File: config.mk
export PLATFORM = sky130hd
export DESIGN_NAME = display_scan_ctrl
export DESIGN_NICKNAME = d
export VERILOG_FILES = /design/src/rtl/display_scan_ctrl.sv
export SDC_FILE = /design/constraint.sdc
export NUM_CORES = 1
export LEC_CHECK = 0
export CORE_ASPECT_RATIO = 1.25
export CORE_UTILIZATION = 42
export CTS_CLUSTER_DIAMETER = 200
export DETAILED_ROUTE_END_ITERATION = 16
export GPL_ROUTABILITY_DRIVEN = 0
export HOLD_SLACK_MARGIN = 0.1
export PLACE_DENSITY = 0.69
export SKIP_LAST_GASP = 1
export SLEW_MARGIN = 20
export SYNTH_ARGS = -nofsm -noshare
export SYNTH_HDL_FRONTEND = slang
export SYNTH_SLANG_ARGS = --single-unit
File: constraint.sdc
create_clock -name clk -period 7 [get_ports clk]
set_input_delay 0.7 -clock clk [delete_from_list [all_inputs] [get_ports clk]]
set_output_delay 0.7 -clock clk [all_outputs]
set_load 0.01 [all_outputs]
File: src/rtl/display_scan_ctrl.sv
// rtl/display_scan_ctrl.sv - 8-digit multiplexed 7-segment display scan controller
//
// Time-multiplexes a 32-bit display register onto an 8-digit common-anode
// display through one shared hex_to_7seg decoder. One digit is driven per
// refresh slot of REFRESH_DIV clocks, in a continuous round-robin 0..7.
//
// Ports:
//   clk          in   1   system clock, rising edge
//   reset        in   1   synchronous, active-high; clears all state
//   load         in   1   strobe: capture data_in into the display register
//   data_in      in   32  value to display; nibble i -> digit i (0 = rightmost)
//   lz_en        in   1   suppress leading zeros (digit 0 never suppressed)
//   digit_en     in   8   per-digit enable mask; 0 = digit always dark
//   hex          out  4   nibble to the shared decoder
//   anode        out  8   active-low digit enables, at most one low
//   frame_start  out  1   one-cycle pulse when digit 0 becomes the active slot

module display_scan_ctrl #(
  parameter int REFRESH_DIV = 100000
) (
  input  logic        clk,
  input  logic        reset,
  input  logic        load,
  input  logic [31:0] data_in,
  input  logic        lz_en,
  input  logic [7:0]  digit_en,
  output logic [3:0]  hex,
  output logic [7:0]  anode,
  output logic        frame_start
);

  localparam int CW = (REFRESH_DIV > 2) ? $clog2(REFRESH_DIV) : 1;

  typedef enum logic {
    BLANK = 1'b0,
    SCAN  = 1'b1
  } state_t;

  state_t        state;
  logic [31:0]   data_reg;
  logic [CW-1:0] div_cnt;
  logic [2:0]    digit_sel;

  logic          tick;
  logic [4:0]    bit_ofs;
  logic [31:0]   upper;
  logic          blank;

  assign tick = (div_cnt == CW'(REFRESH_DIV - 1));

  // digit_sel is held at 0 while BLANK, so it always names the digit of the
  // slot that the next tick will open.
  always_comb begin
    bit_ofs = {digit_sel, 2'b00};
    upper   = data_reg >> bit_ofs;
    blank   = !digit_en[digit_sel] ||
              (lz_en && (digit_sel != 3'd0) && (upper == 32'd0));
  end

  // Slot outputs are computed from the data_reg value before any coincident
  // load, so a load on a tick edge only shows from the following slot.
  always_ff @(posedge clk) begin
    if (reset) begin
      state       <= BLANK;
      data_reg    <= 32'd0;
      div_cnt     <= '0;
      digit_sel   <= 3'd0;
      hex         <= 4'd0;
      anode       <= 8'hFF;
      frame_start <= 1'b0;
    end else begin
      if (load) begin
        data_reg <= data_in;
      end

      div_cnt     <= tick ? '0 : div_cnt + 1'b1;
      frame_start <= 1'b0;

      if (tick) begin
        state       <= SCAN;
        hex         <= data_reg[bit_ofs +: 4];
        anode       <= blank ? 8'hFF : ~(8'b1 << digit_sel);
        digit_sel   <= digit_sel + 3'd1;
        frame_start <= (digit_sel == 3'd0);
      end
    end
  end

endmodule

==> reports/metrics.sh, run 1 <==
SYNTH_EDF_COUNT=0
ANTENNA_LEFT=0
GRT_ANTENNA_BEFORE_REPAIR=0
STATIC-LEAKAGE-POWER_nW=1.53
LARGEST_FAMILY_OF_LOGIC_CELLS_BY_SYNTHESIZED_AREA='simple AND/OR/NAND/NOR gates'
FF2FF_PATH_DEPTH=6
POST_ROUTE_CELLS_DRIVE_ABOVE_1_SHARE_PCT=8.66
SYNTH_COMPOUND_AREA_SHARE_PCT=6.74
POST_SYNTH_MAIN_AREA_CONTRIBUTORS='sky130_fd_sc_hd__dfxtp_1 42%, sky130_fd_sc_hd__mux2i_1 12%, sky130_fd_sc_hd__nor2_1 9.0%, sky130_fd_sc_hd__mux4_2 5.8%, sky130_fd_sc_hd__a21oi_1 3.1%'
CP-END-KIND='flip-flop'
SETUP_TNS_NS=0
CLOCK_SINKS=65
WHS_ENDPOINT='hex[3]$_SDFFE_PP0N_'
ROUTED-VIA-COUNT=2487
CTS-BUFFERS-INSERTED=9
HTREE_NUM_LEVELS=3
SYNTH.TOP_CELLS.BY_COUNT='74 x sky130_fd_sc_hd__nor2_1, 65 x sky130_fd_sc_hd__dfxtp_1, 36 x sky130_fd_sc_hd__mux2i_1'
GLOBALROUTETOTALUTIL_PCT=19.2
CLK_PATH_BUF_DEPTH=2
YOSYS_MOST_USED_DFF='sky130_fd_sc_hd__dfxtp_1'
VDD_DROP_MAX_mV=0.112
STARTPOINT_TYPE='flip-flop'
INSERTION_DELAY_OF_THE_LATER_CLOCKED_PIN_IN_THE_WORST_SKEW_PAIR_NS=0.35
MAX_SLEW_MARGIN_PCT=29.5
DRC=0
SYNTH.TOP_CELL.AREA_SHARE_PCT=42.0
DIE_HEIGHT_UM=98.1
SYNTH_CELL_TYPE_COUNT=42
NETLIST_INSTANCES=326
PORT_BUF_INSERTS=56
ANTENNADIODECOUNT=0
POST-DP-HPWL_UM=4840
DRV_SLEW=0
DRT-TOTAL-WL_UM=6660
HOLD_BUFFER_COUNT_AT_CTS=0
CRIT_PATH_CELL_TRACE='clkinv_1 > mux4_2 > a32oi_1 > or4b_4 > o21a_1 > a21oi_1'
WORST_HOLD_STARTPOINT='hex[3]$_SDFFE_PP0N_'
HOLD_PATH_DEPTH=2
CTS.ROOT.BUFFER_CELL='sky130_fd_sc_hd__clkbuf_8'
YOSYS.AREA_SHARE.SIMPLE_PCT=20.9
GRT_FIRST_PASS_WIRELENGTH_UM=11600
SYN-MEAN-INSTANCE-AREA_UM2=9.51
HOLD_WS_NS=0.463
DIE_W_UM=78.9
REGTOREGSTARTPOINT='digit_sel[0]$_SDFFE_PP0N_'
SYNTH.MUX.AREA_FRACTION_PCT=20.0
LAYOUT.FILLER_CELLS=653
SEQ_AREA_FRAC_SYNTH_PCT=42.0
POST-ROUTE-PERIOD-UTIL_PCT=43.4
FIRST_PASS_ITERS=4
SLOWEST_DELAY_NS=1.02
CLOCK.FMAX_MHz=329
CRIT_TYPE='reg2reg'
POWERDENSITY_mW_PER_MM2=203
REG2REG_TO='anode[2]$_SDFFE_PP1N_'
PIN_COUNT=57
LARGEST_REG_FLOPS=32
SYNTH_AREA_MM2=0.00310
TIMING.CLOCK.SKEW_NS=0.0140
START_UTIL_PCT=43.9
WORST-SLEW-PIN-TRANSITION_NS=1.06
POST-CTS-SETUP-BUFFER-COUNT=0
GLOBALROUTE.TOTALOVERFLOW=0
HOLD_PATH_CLASS='reg2reg'
FINAL_PERIOD_MINUS_WORST_SETUP_SLACK_NS=3.04
DRT-VIAS-PER-INSTANCE=5.28
CAP_VIOL_MAX_COUNT=0
WORST_EP_REQUIRED_TIME_NS=7.27
SYNTHTOLAYOUTAREAGROWTH_PCT=25.8
CRIT_FANOUT=23
POSTSYNTHNETCOUNT=377
FIRST_GLOBAL_VIAS=2535
RUN_STATUS='finished clean'
SETUP_VIOLATIONS=0
PLACEMENT_ROWS=34
TIMING.CRITICAL_PATH.MAX_DELAY_FAMILY='flip-flops'
RSZ0062_AT_GRT='no'
DIE-AREA_MM2=0.00774
HOLD_VIOL_FINAL=0
CTS_TREE='built'
CTS_REPAIR_RESIZE_COUNT=0
SYNTH_TOP_AREA_CELL='sky130_fd_sc_hd__dfxtp_1'
DRT_FIRST_ITER_VIOLATIONS=120
PARITY_GATE_SHARE_OF_THE_SYNTHESIZED_AREA_COUNTING_XOR_AND_XNOR_CELLS_PCT=4.52
RRSETUPSLACK_NS=3.96
WORST_EP_ARRIVAL_TIME_NS=3.31
CORE-AREA_MM2=0.00706
SYNTH_FA_HA_AREA_SHARE_PCT=2.82
WORST_PATH_MAX_DELAY_CELL='sky130_fd_sc_hd__dfxtp_1'
TIMING.CRITICAL_PATH.BUF_INV=1
ROUTE.DETAILED.WL_PER_INST_UM=14.1
SYNTH.YOSYS.WARNINGS=0
CTS.REPORTEDPATHS.CLKPINSLEW_NS=0.07
YS_FF_LATCH=65
FIN_NETS=427
ASYNC_RESET_FF_SHARE_PCT=0
SYNTHMOSTINSTANTIATEDCELL='sky130_fd_sc_hd__nor2_1'
GRT_MAX_DEGREE=45
## stage by stage
step / power, mW / util [%] / area, um2 / worst slack (ns) / instances
3_3_place_gp: 0.482 / 52.4 / 3700 / 4.09 / 455
3_5_place_dp: 0.484 / 52.4 / 3700 / 3.98 / 455
4_1_cts: 0.800 / 55.2 / 3900 / 3.96 / 471
2_1_floorplan: 0.447 / - / 3100 / 4.80 / 326
5_1_grt: 0.834 / 55.2 / 3900 / 3.72 / 471
6_report: 0.792 / 55.2 / 3900 / 3.96 / 471
## cells by family after synthesis
group | Yosys count
buf+inv | 23
fa+ha+maj | 7
compound gates | 34
flops | 65
xor+xnor | 16
mux | 47
simple gates | 134
## worst register-to-register path, stage by stage, from the launching register on
cell,delay (ns)
sky130_fd_sc_hd__dfxtp_1,1.02
sky130_fd_sc_hd__clkinv_1,0.51
sky130_fd_sc_hd__mux4_2,0.47
sky130_fd_sc_hd__a32oi_1,0.07
sky130_fd_sc_hd__or4b_4,0.55
sky130_fd_sc_hd__o21a_1,0.21
sky130_fd_sc_hd__a21oi_1,0.14
## worst max path at each step
stage / from / to / slack (ns) / depth (start not counted)
floorplan: digit_sel[0]$_SDFFE_PP0N_ / anode[1]$_SDFFE_PP1N_ / 4.80 / 7
global placement: digit_sel[0]$_SDFFE_PP0N_ / anode[1]$_SDFFE_PP1N_ / 4.09 / 6
detailed placement: digit_sel[0]$_SDFFE_PP0N_ / anode[1]$_SDFFE_PP1N_ / 3.98 / 6
CTS: digit_sel[0]$_SDFFE_PP0N_ / anode[3]$_SDFFE_PP1N_ / 3.96 / 6
global route: digit_sel[0]$_SDFFE_PP0N_ / anode[2]$_SDFFE_PP1N_ / 3.72 / 6
finish: digit_sel[0]$_SDFFE_PP0N_ / anode[2]$_SDFFE_PP1N_ / 3.96 / 6
## cell usage in the layout (no fill, tap or decap), drive strengths merged, types with 7 or more instances in the layout
cell type / instances
mux2i: 36
nand2: 15
dfxtp: 65
nand3: 10
clkbuf: 9
nor3: 8
clkdlybuf4s50: 55
xnor2: 7
nor4: 7
xor2: 9
nor2: 74
mux4: 11
a21oi: 19
ha: 7
## per-layer routing
layer | track usage [%] | share of wire [%] | wire [um] | vias to the layer above
li1 | - | - | - | 1255
met3 | 5.42 | 5.8 | 389 | 13
met1 | 23.6 | 43 | 2890 | 1146
met2 | 31.5 | 49 | 3260 | 73
met4 | 7.41 | 1.8 | 123 | 0
met5 | 0 | 0 | 0 | -
## power by group
part	leakage [nW]	internal, mW	switching, mW
clock	0.0921	0.166	0.150
combinational	0.911	0.0474	0.0325
sequential	0.531	0.382	0.0130
## area by class of cell
| cell class | count | area (um2) | area share (%) |
|---|---|---|---|
| multi-input combinational | 238 | 1700 | 43.6 |
| sequential | 65 | 1300 | 33.4 |
| timing repair buffer | 57 | 563 | 14.4 |
| clock buffer | 9 | 124 | 3.18 |
| tap | 90 | 113 | 2.89 |
| clock inverter | 7 | 78.8 | 2.02 |
| inverter | 5 | 18.8 | 0.481 |
Note: power is estimated with default switching activity, not from simulation.
==> inputs of run 2 (changes only) <==
--- a/config.mk
+++ b/config.mk
@@ -11,7 +11,7 @@
 export DETAILED_ROUTE_END_ITERATION = 16
 export GPL_ROUTABILITY_DRIVEN = 0
 export HOLD_SLACK_MARGIN = 0.1
-export PLACE_DENSITY = 0.69
+export PLACE_DENSITY = 0.72
 export SKIP_LAST_GASP = 1
 export SLEW_MARGIN = 20
 export SYNTH_ARGS = -nofsm -noshare
==> constraint.sdc (replaced) <==
create_clock -name clk -period 2.71 [get_ports clk]
set_input_delay 0.271 -clock clk [delete_from_list [all_inputs] [get_ports clk]]
set_output_delay 0.271 -clock clk [all_outputs]
set_load 0.01 [all_outputs]
==> run 2 against run 1 <==
- worst setup slack got worse by 3.6 ns
- largest cell class unchanged
- largest power group unchanged
- highest routed layer unchanged
- critical path type unchanged
- global-route usage rose by 1.2 points
- sequential share of layout area fell by 0.18 points
==> reports/metrics.sh, run 2 (synthesis results as in run 1) <==
WHS_ENDPOINT='hex[3]$_SDFFE_PP0N_'
VDD_DROP_MAX_mV=0.285  # +150%
FINAL_COMMON_CELL='sky130_fd_sc_hd__nor2_1'
TIMING.CLOCK.SKEW_NS=0.00989  # -0.00410 ns
CP-END-KIND='flip-flop'
MAX_SLEW_MARGIN_PCT=37.3  # +7.8 points
GLOBALROUTETOTALUTIL_PCT=20.4  # +1.2 points
TIMING.FINAL.WS_SETUP_NS=0.349  # -3.61 ns
POST-CTS-SETUP-BUFFER-COUNT=0  # unchanged
POST-DP-HPWL_UM=5320  # +9.7%
HOLD_VIOL_FINAL=0  # unchanged
MOSTFREQUENTLAYOUTCELLS='74 x sky130_fd_sc_hd__nor2_1, 65 x sky130_fd_sc_hd__dfxtp_1, 55 x sky130_fd_sc_hd__clkdlybuf4s50_1'
CAP_VIOL_MAX_COUNT=0  # unchanged
HOLD_WS_NS=0.468  # +0.00430 ns
DIE-AREA_MM2=0.00774  # unchanged
DIE_W_UM=78.9  # unchanged
GRT_MAX_DEGREE=33  # -27%
DRC=0  # unchanged
SETUP_VIOLATIONS=0  # unchanged
PIN_COUNT=57  # unchanged
ROUTE.DETAILED.WL_PER_INST_UM=15.0  # +6.0%
RRSETUPSLACK_NS=0.35  # -3.61 ns
FINAL_CELL_COUNT_NO_FILL=477  # +1.3%
STARTPOINT_TYPE='flip-flop'
SWSHARE_PCT=26.4  # +1.6 points
GRT_FIRST_PASS_WIRELENGTH_UM=12100  # +3.9%
CRIT_FANOUT=11  # -52%
ANTENNA_LEFT=0  # unchanged
LARGEST_REG_FLOPS=32  # unchanged
POWER_REPORT.INTERNAL_TOTAL_mW=1.45  # +140%
SYNTHTOLAYOUTAREAGROWTH_PCT=26.5
CTS_TREE='built'
TIMING.CRITICAL_PATH.MAX_DELAY_FAMILY='multiplexers'
TIMING.CRITICAL_PATH.BUF_INV=1  # unchanged
POST-ROUTE-PERIOD-UTIL_PCT=87.1  # +44 points
CORE-AREA_MM2=0.00706  # unchanged
DIE_HEIGHT_UM=98.1  # unchanged
POWER.SHARE.SEQUENTIAL_PCT=52.0  # +2.1 points
HTREE_NUM_LEVELS=3  # unchanged
HOLD_PATH_CLASS='reg2reg'
CTS.ROOT.BUFFER_CELL='sky130_fd_sc_hd__clkbuf_8'
REGTOREGSTARTPOINT='digit_sel[0]$_SDFFE_PP0N_'
FIRST_GLOBAL_VIAS=2561  # +1.0%
GLOBALROUTE.TOTALOVERFLOW=0  # unchanged
P_TOTAL_mW=1.97  # +150%
WORST_HOLD_STARTPOINT='hex[3]$_SDFFE_PP0N_'
RSZ0062_AT_GRT='no'
TOTAL_SWITCHING_POWER_mW=0.518  # +160%
UTILIZATION_OF_THE_CORE_AFTER_ROUTING_PCT=55.5  # +0.30 points
WORST_EP_ARRIVAL_TIME_NS=2.66  # -0.65 ns
CRIT_TYPE='reg2reg'
CLK_PATH_BUF_DEPTH=2  # unchanged
PLACEMENT_ROWS=34  # unchanged
DRT-VIAS-PER-INSTANCE=5.39  # +2.1%
SLOWEST_DELAY_NS=0.55  # -0.47 ns
FINAL_CELL_AREA_MM2=0.00392  # +0.55%
SETUP_TNS_NS=0  # unchanged
POWERDENSITY_mW_PER_MM2=501  # +150%
FINAL_PERIOD_MINUS_WORST_SETUP_SLACK_NS=2.36  # -0.680 ns
CP-STARTPOINT='digit_sel[0]$_SDFFE_PP0N_'
GRT_ANTENNA_BEFORE_REPAIR=0  # unchanged
COMBINATIONALPOWERSHARE_PCT=10.8  # +0.7 points
FIRST_PASS_ITERS=4  # unchanged
INSERTION_DELAY_OF_THE_LATER_CLOCKED_PIN_IN_THE_WORST_SKEW_PAIR_NS=0.36  # about the same
ANTENNADIODECOUNT=0  # unchanged
SHARE_CLK_OF_TOTAL_POWER_PCT=37.2  # -2.8 points
RUN_STATUS='finished clean'
HOLD_BUFFER_COUNT_AT_CTS=0  # unchanged
START_UTIL_PCT=43.9  # unchanged
CLOCK.FMAX_MHz=424  # +29%
STATIC-LEAKAGE-POWER_nW=1.55  # +0.82%
ROUTED-VIA-COUNT=2571  # +3.4%
PLACEDCELLCOUNT=461  # +1.3%
DRT_FIRST_ITER_VIOLATIONS=91  # -24%
WORST-SLEW-PIN-TRANSITION_NS=0.941  # -0.116 ns
DRV_SLEW=0  # unchanged
WORST_PATH_MAX_DELAY_CELL='sky130_fd_sc_hd__mux4_2'
DRT-TOTAL-WL_UM=7150  # +7.4%
AREA_OF_PLACED_INSTANCES_MM2=0.00374  # +1.2%
POST_ROUTE_CELLS_DRIVE_ABOVE_1_SHARE_PCT=10.1  # +1.4 points
PORT_BUF_INSERTS=56  # unchanged
FIN_NETS=433  # +1.4%
CTS_REPAIR_RESIZE_COUNT=0  # unchanged
HOLD_PATH_DEPTH=2  # unchanged
REG2REG_TO='anode[7]$_SDFFE_PP1N_'
PRECTSSETUPSLACK_NS=0.400  # -3.58 ns
FF2FF_PATH_DEPTH=7  # +1
WORST_EP_REQUIRED_TIME_NS=3.00  # -4.27 ns
CRIT_PATH_CELL_TRACE='buf_4 > mux4_2 > mux2i_1 > nand2_1 > or4b_4 > a21oi_1 > o22a_1'
CTS-BUFFERS-INSERTED=9  # unchanged
CLOCK_SINKS=65  # unchanged
CTS.REPORTEDPATHS.CLKPINSLEW_NS=0.07  # about the same
-- run 2: cell count changes in the layout (fill, tap and decap cells not counted), sizes merged --
cell	previous run	this run
buf	2	8
bufinv	1	0
clkinv	3	1
clkinvlp	3	5
inv	5	6
-- run 2: worst max-delay path by stage --
stage,end,slack [ns],cells past startpoint
detailed placement,anode[7]$_SDFFE_PP1N_,0.40,7
CTS,anode[7]$_SDFFE_PP1N_,0.36,7
finish,anode[7]$_SDFFE_PP1N_,0.35,7
floorplan,anode[1]$_SDFFE_PP1N_,0.51,7
global route,anode[3]$_SDFFE_PP1N_,0.20,7
global placement,anode[2]$_SDFFE_PP1N_,0.46,7
-- run 2: layout make-up --
type / instances / area (um2)
multi-input cells: 238 / 1700
flip-flops and latches: 65 / 1300
clock buffers: 9 / 124
repair buffers: 63 / 608
clock inverters: 7 / 55.1
well taps: 90 / 113
inverters: 5 / 18.8
fillers: 679 / 3140
-- run 2: tightest hold or removal path, delay by kind of cell, from the launching register on --
family / cells / cell delay [ns]
DFF: 1 / 0.32
and+or+nand+nor: 1 / 0.06
AOI/OAI and AO/OA: 1 / 0.05
-- run 2: routing by layer --
metal  wire length, um  GRT usage, %  share of wire (%)  vias up
met5                 0             0                  0        -
met4               202          9.65                2.8        0
met3               384          5.33                5.4       17
met2              3540          33.7                 49       87
met1              3030          24.4                 42     1199
li1                  -             -                  -     1268
-- run 2: power groups by stage --
stage | Combinational, mW | Sequential (mW) | Clock, mW
2_1_floorplan | 0.125 | 1.03 | 0
3_3_place_gp | 0.207 | 1.04 | 0
3_5_place_dp | 0.212 | 1.04 | 0
4_1_cts | 0.214 | 1.02 | 0.754
5_1_grt | 0.234 | 1.03 | 0.806
6_report | 0.213 | 1.02 | 0.731
